### src/rtl/keypad_pkg.sv
// Shared types and constants for the 4x4 keypad scanner.
// Holds the FSM state encoding, matrix geometry and the lowest-zero column encoder.
package keypad_pkg;

  localparam int ROWS           = 4;
  localparam int COLS           = 4;
  localparam int DEB_CNT_DEF    = 1_000_000;
  localparam int SETTLE_CNT_DEF = 50;

  typedef enum logic [2:0] {
    IDLE,
    DEB_PRESS,
    SCAN,
    REPORT,
    WAIT_REL
  } state_t;

  // Index of the lowest-numbered closed (low) column; 0 when none is low.
  function automatic logic [1:0] low_zero_idx(input logic [COLS-1:0] cols);
    low_zero_idx = 2'd0;
    for (int i = COLS - 1; i >= 0; i--) begin
      if (!cols[i]) low_zero_idx = i[1:0];
    end
  endfunction

endpackage

### src/rtl/key_sync.sv
// Two-flop synchronizer for asynchronous inputs; output lags input by 2 sclk cycles.
// Resets to all-ones so idle pulled-up lines never look like a closed contact.
module key_sync #(
  parameter int W = 4
) (
  input  logic         sclk,
  input  logic         nrst,
  input  logic [W-1:0] d,
  output logic [W-1:0] q
);

  logic [W-1:0] r_meta;
  logic [W-1:0] r_sync;

  always_ff @(posedge sclk or negedge nrst) begin
    if (!nrst) begin
      r_meta <= '1;
      r_sync <= '1;
    end else begin
      r_meta <= d;
      r_sync <= r_meta;
    end
  end

  assign q = r_sync;

endmodule

### src/rtl/keypad_scan_ctrl.sv
// 4x4 keypad scanner: debounced press, row-by-row scan, one coded event per press.
// Event latency ~DEB_CNT + (row+1)*SETTLE_CNT + 1 cycles; no new event until release is debounced.
module keypad_scan_ctrl
  import keypad_pkg::*;
#(
  parameter int DEB_CNT    = DEB_CNT_DEF,
  parameter int SETTLE_CNT = SETTLE_CNT_DEF,
  parameter int CNT_W      = $clog2(DEB_CNT)
) (
  input  logic            sclk,
  input  logic            nrst,
  input  logic [COLS-1:0] col_in,
  output logic [ROWS-1:0] row_out,
  output logic [3:0]      key_code,
  output logic            key_valid,
  output logic            key_held
);

  localparam logic [CNT_W-1:0] DEB_LAST    = CNT_W'(DEB_CNT - 1);
  localparam logic [CNT_W-1:0] SETTLE_LAST = CNT_W'(SETTLE_CNT - 1);

  logic [COLS-1:0] w_col_s;
  logic            w_hit;

  state_t          r_state;
  logic [CNT_W-1:0] r_cnt;
  logic [1:0]      r_row_idx;
  logic [ROWS-1:0] r_row_out;
  logic [3:0]      r_key_code;
  logic            r_key_valid;
  logic            r_key_held;

  key_sync #(.W(COLS)) u_col_sync (
    .sclk (sclk),
    .nrst (nrst),
    .d    (col_in),
    .q    (w_col_s)
  );

  assign w_hit = (w_col_s != '1);

  always_ff @(posedge sclk or negedge nrst) begin
    if (!nrst) begin
      r_state     <= IDLE;
      r_cnt       <= '0;
      r_row_idx   <= 2'd0;
      r_row_out   <= '0;
      r_key_code  <= 4'd0;
      r_key_valid <= 1'b0;
      r_key_held  <= 1'b0;
    end else begin
      r_key_valid <= 1'b0;
      case (r_state)
        IDLE: begin
          r_cnt     <= '0;
          r_row_out <= '0;
          if (w_hit) r_state <= DEB_PRESS;
        end
        DEB_PRESS: begin
          if (!w_hit) begin
            r_cnt   <= '0;
            r_state <= IDLE;
          end else if (r_cnt == DEB_LAST) begin
            r_cnt     <= '0;
            r_row_idx <= 2'd0;
            r_row_out <= 4'b1110;
            r_state   <= SCAN;
          end else begin
            r_cnt <= r_cnt + 1'b1;
          end
        end
        SCAN: begin
          // Columns are only trusted once the row drive has settled through the synchronizer.
          if (r_cnt == SETTLE_LAST) begin
            r_cnt <= '0;
            if (w_hit) begin
              r_key_code  <= {r_row_idx, low_zero_idx(w_col_s)};
              r_key_valid <= 1'b1;
              r_key_held  <= 1'b1;
              r_row_out   <= '0;
              r_state     <= REPORT;
            end else if (r_row_idx == 2'd3) begin
              r_row_out <= '0;
              r_state   <= IDLE;
            end else begin
              r_row_idx <= r_row_idx + 2'd1;
              r_row_out <= ~(4'b0001 << (r_row_idx + 2'd1));
            end
          end else begin
            r_cnt <= r_cnt + 1'b1;
          end
        end
        REPORT: begin
          r_cnt   <= '0;
          r_state <= WAIT_REL;
        end
        WAIT_REL: begin
          if (w_hit) begin
            r_cnt <= '0;
          end else if (r_cnt == DEB_LAST) begin
            r_cnt      <= '0;
            r_key_held <= 1'b0;
            r_state    <= IDLE;
          end else begin
            r_cnt <= r_cnt + 1'b1;
          end
        end
        default: begin
          r_cnt     <= '0;
          r_row_out <= '0;
          r_state   <= IDLE;
        end
      endcase
    end
  end

  assign row_out   = r_row_out;
  assign key_code  = r_key_code;
  assign key_valid = r_key_valid;
  assign key_held  = r_key_held;

endmodule

### config.mk
export PLATFORM = sky130hd
export DESIGN_NAME = keypad_scan_ctrl
export DESIGN_NICKNAME = d
export VERILOG_FILES = /design/src/rtl/keypad_pkg.sv /design/src/rtl/key_sync.sv /design/src/rtl/keypad_scan_ctrl.sv
export SDC_FILE = /design/constraint.sdc
export NUM_CORES = 1
export LEC_CHECK = 0
export CORE_UTILIZATION = 57
export DETAILED_ROUTE_END_ITERATION = 10
export PLACE_DENSITY = 0.76
export SLEW_MARGIN = 0
export SYNTH_ARGS = -nofsm -noshare
export SYNTH_HDL_FRONTEND = slang
export SYNTH_SLANG_ARGS = --single-unit
### constraint.sdc
create_clock -name sclk -period 2.67 [get_ports sclk]
set_input_delay 0.267 -clock sclk [delete_from_list [all_inputs] [get_ports sclk]]
set_output_delay 0.267 -clock sclk [all_outputs]
set_load 0.02 [all_outputs]
Yosys cells after proc, flatten, opt, wreduce, memory -nomap -nowiden
Cells that the tools add are included.
{"block": "word_totals", "reg_bits": 43, "elab_cells": 80}
{"block": "classes", "n_addsub": 2, "eq_ne": 19, "shifts": 1, "muxes": 38, "bitwise": 2, "n_reduce_logical": 9}
{"cell": "20-bit 2-to-1 mux", "n": 4}
{"cell": "20-bit case mux with 3 select lines", "n": 1}
{"cell": "3-bit 2-to-1 mux", "n": 8}
{"cell": "20-bit by 1-bit adder with 20-bit output, second input constant", "n": 1}
{"cell": "20-bit equality test, second input constant", "n": 1}
{"cell": "20-bit by 6-bit equality test with 1-bit output, second input constant", "n": 1}
{"cell": "4-bit 2-to-1 mux", "n": 5}
{"cell": "2-bit 2-to-1 mux", "n": 9}
{"cell": "2-bit inequality test, second input constant", "n": 9}
{"cell": "3-bit case mux with 5 select lines", "n": 1}
{"cell": "4-bit case mux with 3 select lines", "n": 1}
{"cell": "6-bit AND reduction", "n": 2}
{"cell": "1-bit 2-to-1 mux", "n": 7}
{"cell": "3-bit by 2-bit equality test with 1-bit output, second input constant", "n": 2}
{"cell": "3-bit inequality test, second input constant", "n": 2}
{"cell": "5-bit AND reduction", "n": 1}
{"cell": "4-bit inequality test, second input constant", "n": 1}
{"cell": "4-bit NOT", "n": 1}
{"cell": "2-bit case mux with 2 select lines", "n": 1}
{"cell": "4-bit AND reduction", "n": 1}
{"cell": "2-bit nonzero test", "n": 2}
{"cell": "1-bit by 2-bit << shifter with 4-bit output, first input constant", "n": 1}
{"cell": "3-bit by 1-bit equality test with 1-bit output, second input constant", "n": 1}
{"cell": "3-bit equality test, second input constant", "n": 1}
{"cell": "7 further kinds", "n": 7}

Depth between registers and ports, before layout
{"block": "depth", "ltp_word": 7, "ltp_mapped": 7, "ltp_nobuf": 6}

Hierarchy
Synthesis repeated with hierarchy kept, for this count alone.
{"block": "hier_totals", "hier_cells": 202, "hier_area_um2": 2172.1}
{"module": "keypad_scan_ctrl", "n_inst": 1, "cells_each": 194, "area_each_um2": 1961.9, "seq_area_each_um2": 875.8}
{"module": "key_sync", "n_inst": 1, "cells_each": 8, "area_each_um2": 210.2, "seq_area_each_um2": 210.2}

Worst setup path after synthesis
Ideal clock, no wire load.
{"block": "synth_timing", "path_type": "register -> register", "from": "reg r_cnt[10]", "to": "reg r_key_code[2], in the netlist key_code[2]", "setup_time_ns": 0.128, "t_arrival_ns": 2.061, "t_required_ns": 2.542, "setup_slack_ns": 0.482, "path_stages_with_launch": 7, "n_path_buf": 1, "cell_sequence": "dfrtp_1 or4_4 or3_4 nor2_4 and3_1 buf_4 mux2_1"}
{"block": "synth_via", "elab_chain_len": 2}
{"element": "from (decl)", "line_no": "keypad_scan_ctrl.sv:26", "text": "logic [CNT_W-1:0] r_cnt;"}
{"element": "from (signal assigned)", "line_no": "keypad_scan_ctrl.sv:69", "text": "r_cnt <= r_cnt + 1'b1;"}
{"element": "from (signal assigned)", "line_no": "keypad_scan_ctrl.sv:90", "text": "r_cnt <= r_cnt + 1'b1;"}
{"element": "from (signal assigned)", "line_no": "keypad_scan_ctrl.sv:105", "text": "r_cnt <= r_cnt + 1'b1;"}
{"element": "20-bit by 6-bit equality test with 1-bit output", "line_no": "keypad_scan_ctrl.sv:74", "text": "if (r_cnt == SETTLE_LAST) begin"}
{"element": "3-bit AND reduction (no line)"}
{"element": "to (signal assigned)", "line_no": "keypad_scan_ctrl.sv:77", "text": "r_key_code <= {r_row_idx, low_zero_idx(w_col_s)};"}
{"element": "to (decl)", "line_no": "keypad_scan_ctrl.sv:29", "text": "logic [3:0] r_key_code;"}
Every way passes these cells.
A chain may end at the register's enable or synchronous reset.

Final worst setup path
{"block": "layout_timing", "from": "reg r_cnt[10]", "to": "reg r_key_code[1], in the netlist key_code[1]"}
The elaborated chain is that of the path after synthesis.

==> flow_metrics.env <==
export IMPL_status="finished, final reports clean"
export IMPL_antenna_found_initial=0
export IMPL_rsz0062_at_grt="false"
export IMPL_drtAntennaViolNets=0
export IMPL_antenna_cells=0
export IMPL_synth_cells=189
export IMPL_yosysUniqueCellTypes=47
export IMPL_finClkSkew_ps=6.81
export IMPL_crit_path_max_fanout=6
export IMPL_grt_pass1_vias=1471
export IMPL_holdWs_ps=97.8
export IMPL_drc=0
export IMPL_grtUsageMet1_pct=29.1
export IMPL_fin_ws_ps=295
export IMPL_vias=1459
export IMPL_synth_area_mm2=0.00210
export IMPL_gp_congestion=0.946
export IMPL_ys_seq_area_share_pct=51.7
export IMPL_p_leak_nw=1.02
export IMPL_port_buffers=15
export IMPL_slew_headroom_pct=38.4
export IMPL_post_synth_top_count_cell="dfrtp_1"
export IMPL_grt_max_degree=44
export IMPL_cts_setup_buffers=0
export IMPL_maxSlewViolCount=0
export IMPL_arrival_ps=2560
export IMPL_clock_path_buffers=2
export IMPL_syn_nets=201
export IMPL_fmax_mhz=421
export IMPL_fp_row_count=21
export IMPL_async_reset_ff_share_pct=100
export IMPL_finalHoldViolations=0
export IMPL_grtUsageTotal_pct=22.0
export IMPL_met3_usage_pct=6.20
export IMPL_worstPathRequired_ps=2850
export IMPL_h_tree_depth=2
export IMPL_die_w_um=62.7
export IMPL_grt_pass1_wl_um=6790
export IMPL_tns_ps=0
export IMPL_clk_pin_slew_worst_paths_ps=90
export IMPL_io_pins=16
export IMPL_fin_crit_sh_pct=89.0
export IMPL_clockRootBuffer="clkbuf_8"
export IMPL_synth_top_cells_by_count="35 x dfrtp_1, 20 x nor2_2, 13 x nor2_1"
export IMPL_synth_ff_type="dfrtp_1"
export IMPL_grt_ovfl_total=0
export IMPL_first_pass_iters=4
export IMPL_synth_seq_cells=43
export IMPL_cts_resized=0
export IMPL_avgSynthCellArea_um2=11.1
export IMPL_layout_drive_gt1_share_pct=22.5
export IMPL_powerDensity_mw_per_mm2=606
export IMPL_synth_top_area_cell="dfrtp_1"
export IMPL_die_area_mm2=0.00393
export IMPL_top_usage_layer="met2"
export IMPL_cts_sinks=43
export IMPL_cp_end_kind="flop"
export IMPL_synth_area_leaders="dfrtp_1 42%, dfstp_2 10%, nor2_2 6.0%, xnor2_1 5.0%, ha_1 3.6%"
export IMPL_power_w=0.00146
export IMPL_nets=220
export IMPL_dpl_instance_area_mm2=0.00229
export IMPL_syn_to_final_growth_pct=14.5
export IMPL_synth_warning_count=0
export IMPL_first_iter_violations=119
export IMPL_groute_layer_met2_usage_pct=35.2
export IMPL_hpwl_um=2710
export IMPL_worstSetupStartpointType="flop"
export IMPL_peakVddDrop_uv=488
export IMPL_synth_edff_count=0
export IMPL_stdcell_area_mm2=0.00240
export IMPL_cts_buffers_inserted=5
export IMPL_period_minus_slack_ps=2380
export IMPL_path_class="reg2reg"
export IMPL_wl_per_cell_um=15.1
export IMPL_cts_hold_buf=0
export IMPL_hold_class="in2async"
export IMPL_synth_top_area_share_pct=41.7
export IMPL_start_util_pct=61.0
export IMPL_drt_wl_total_um=3850
export IMPL_drv_cap=0
export IMPL_worstSkewPairLatency_ps=300
export IMPL_worst_pin_slew_ps=923
export IMPL_viasPerCell=5.72
export IMPL_coreArea_mm2=0.00344
export IMPL_fp_dieH_um=62.7
export IMPL_setup_viol=0
export IMPL_cts_tree="done"
export IMPL_place_ws_ps=325
-- per-stage QoR --
step / cells / util [%]
floorplan: 189 / -
global placement: 247 / 66.5
detailed placement: 247 / 66.5
CTS: 255 / 69.9
global route: 255 / 69.9
finish: 255 / 69.9
-- final timing paths --
path	startpoint	to	slack (ps)	cells after the start
setup / recovery	r_cnt[10]$_DFF_PN0_	key_code[1]$_DFFE_PN0P_	290	5
hold / removal	nrst	row_out[2]$_DFFE_PN0P_	100	1
setup reg to reg	r_cnt[10]$_DFF_PN0_	key_code[1]$_DFFE_PN0P_	290	5
hold reg to reg	u_col_sync.r_meta[0]$_DFF_PN1_	u_col_sync.q[0]$_DFF_PN1_	360	0
max in group asynchronous	nrst	r_cnt[4]$_DFF_PN0_	2000	1
min in group sclk	u_col_sync.r_meta[0]$_DFF_PN1_	u_col_sync.q[0]$_DFF_PN1_	360	0
-- state kept, by name, indices dropped and copies added, names as in the netlist --
signal / cells
key_code: 4
u_col_sync.r_meta: 4
u_col_sync.q: 4
r_row_idx: 2
key_held: 1
row_out: 4
key_valid: 1
r_cnt: 20
r_state: 3
-- final cells by class --
class                           count  area, um2
Timing Repair Buffer               16        165
Inverter                            9       33.8
Tap cell                           46       57.6
Fill cell                         253       1040
Clock buffer                        5       68.8
Sequential cell                    43       1090
Clock inverter                      3       47.5
Multi-Input combinational cell    133        946
-- cell families (layout without fill, tap and decap cells) --
group                      count (synthesis)  count (layout)  share of synthesized area (%)
and+or+nand+nor                           86              86                           24.4
DFF                                       43              43                           51.7
AOI/OAI and AO/OA                         18              18                           6.91
xor gates and xnor gates                  18              18                           7.51
buffers and inverters                     13              33                           3.22
adders and majority gates                  6               6                           3.58
muxes                                      5               5                           2.62
-- report_power, final --
group / switching [W] / total, W / internal (W)
registers: 0.0000564 / 0.000760 / 0.000704
logic: 0.0000945 / 0.000182 / 0.0000875
clock network: 0.000232 / 0.000515 / 0.000283
-- cells in the final DEF, fill, tap and decap left out, drive strengths merged, types with 6 or more instances in the layout --
cell type / netlist / final
dfstp: 8 / 8
dfrtp: 35 / 35
nand2: 11 / 11
xor2: 6 / 6
xnor2: 12 / 12
inv: 9 / 10
ha: 6 / 6
clkdlybuf4s50: 0 / 14
nand4: 6 / 6
nand3: 10 / 10
nor2: 34 / 34
-- routing by layer --
| metal | part of all wire [%] | wire length, um |
|---|---|---|
| met1 | 46 | 1770 |
| met3 | 4.1 | 159 |
| met4 | 1.2 | 48 |
| met2 | 49 | 1870 |
| met5 | 0 | 0 |
-- worst max-delay path: stages, from the launching register on --
cell	delay [ps]
dfrtp_1	450
or4_4	540
or3_4	410
nor2_4	190
and3_1	320
mux2_1	350
No activity file was read; power rests on OpenSTA's default activity.
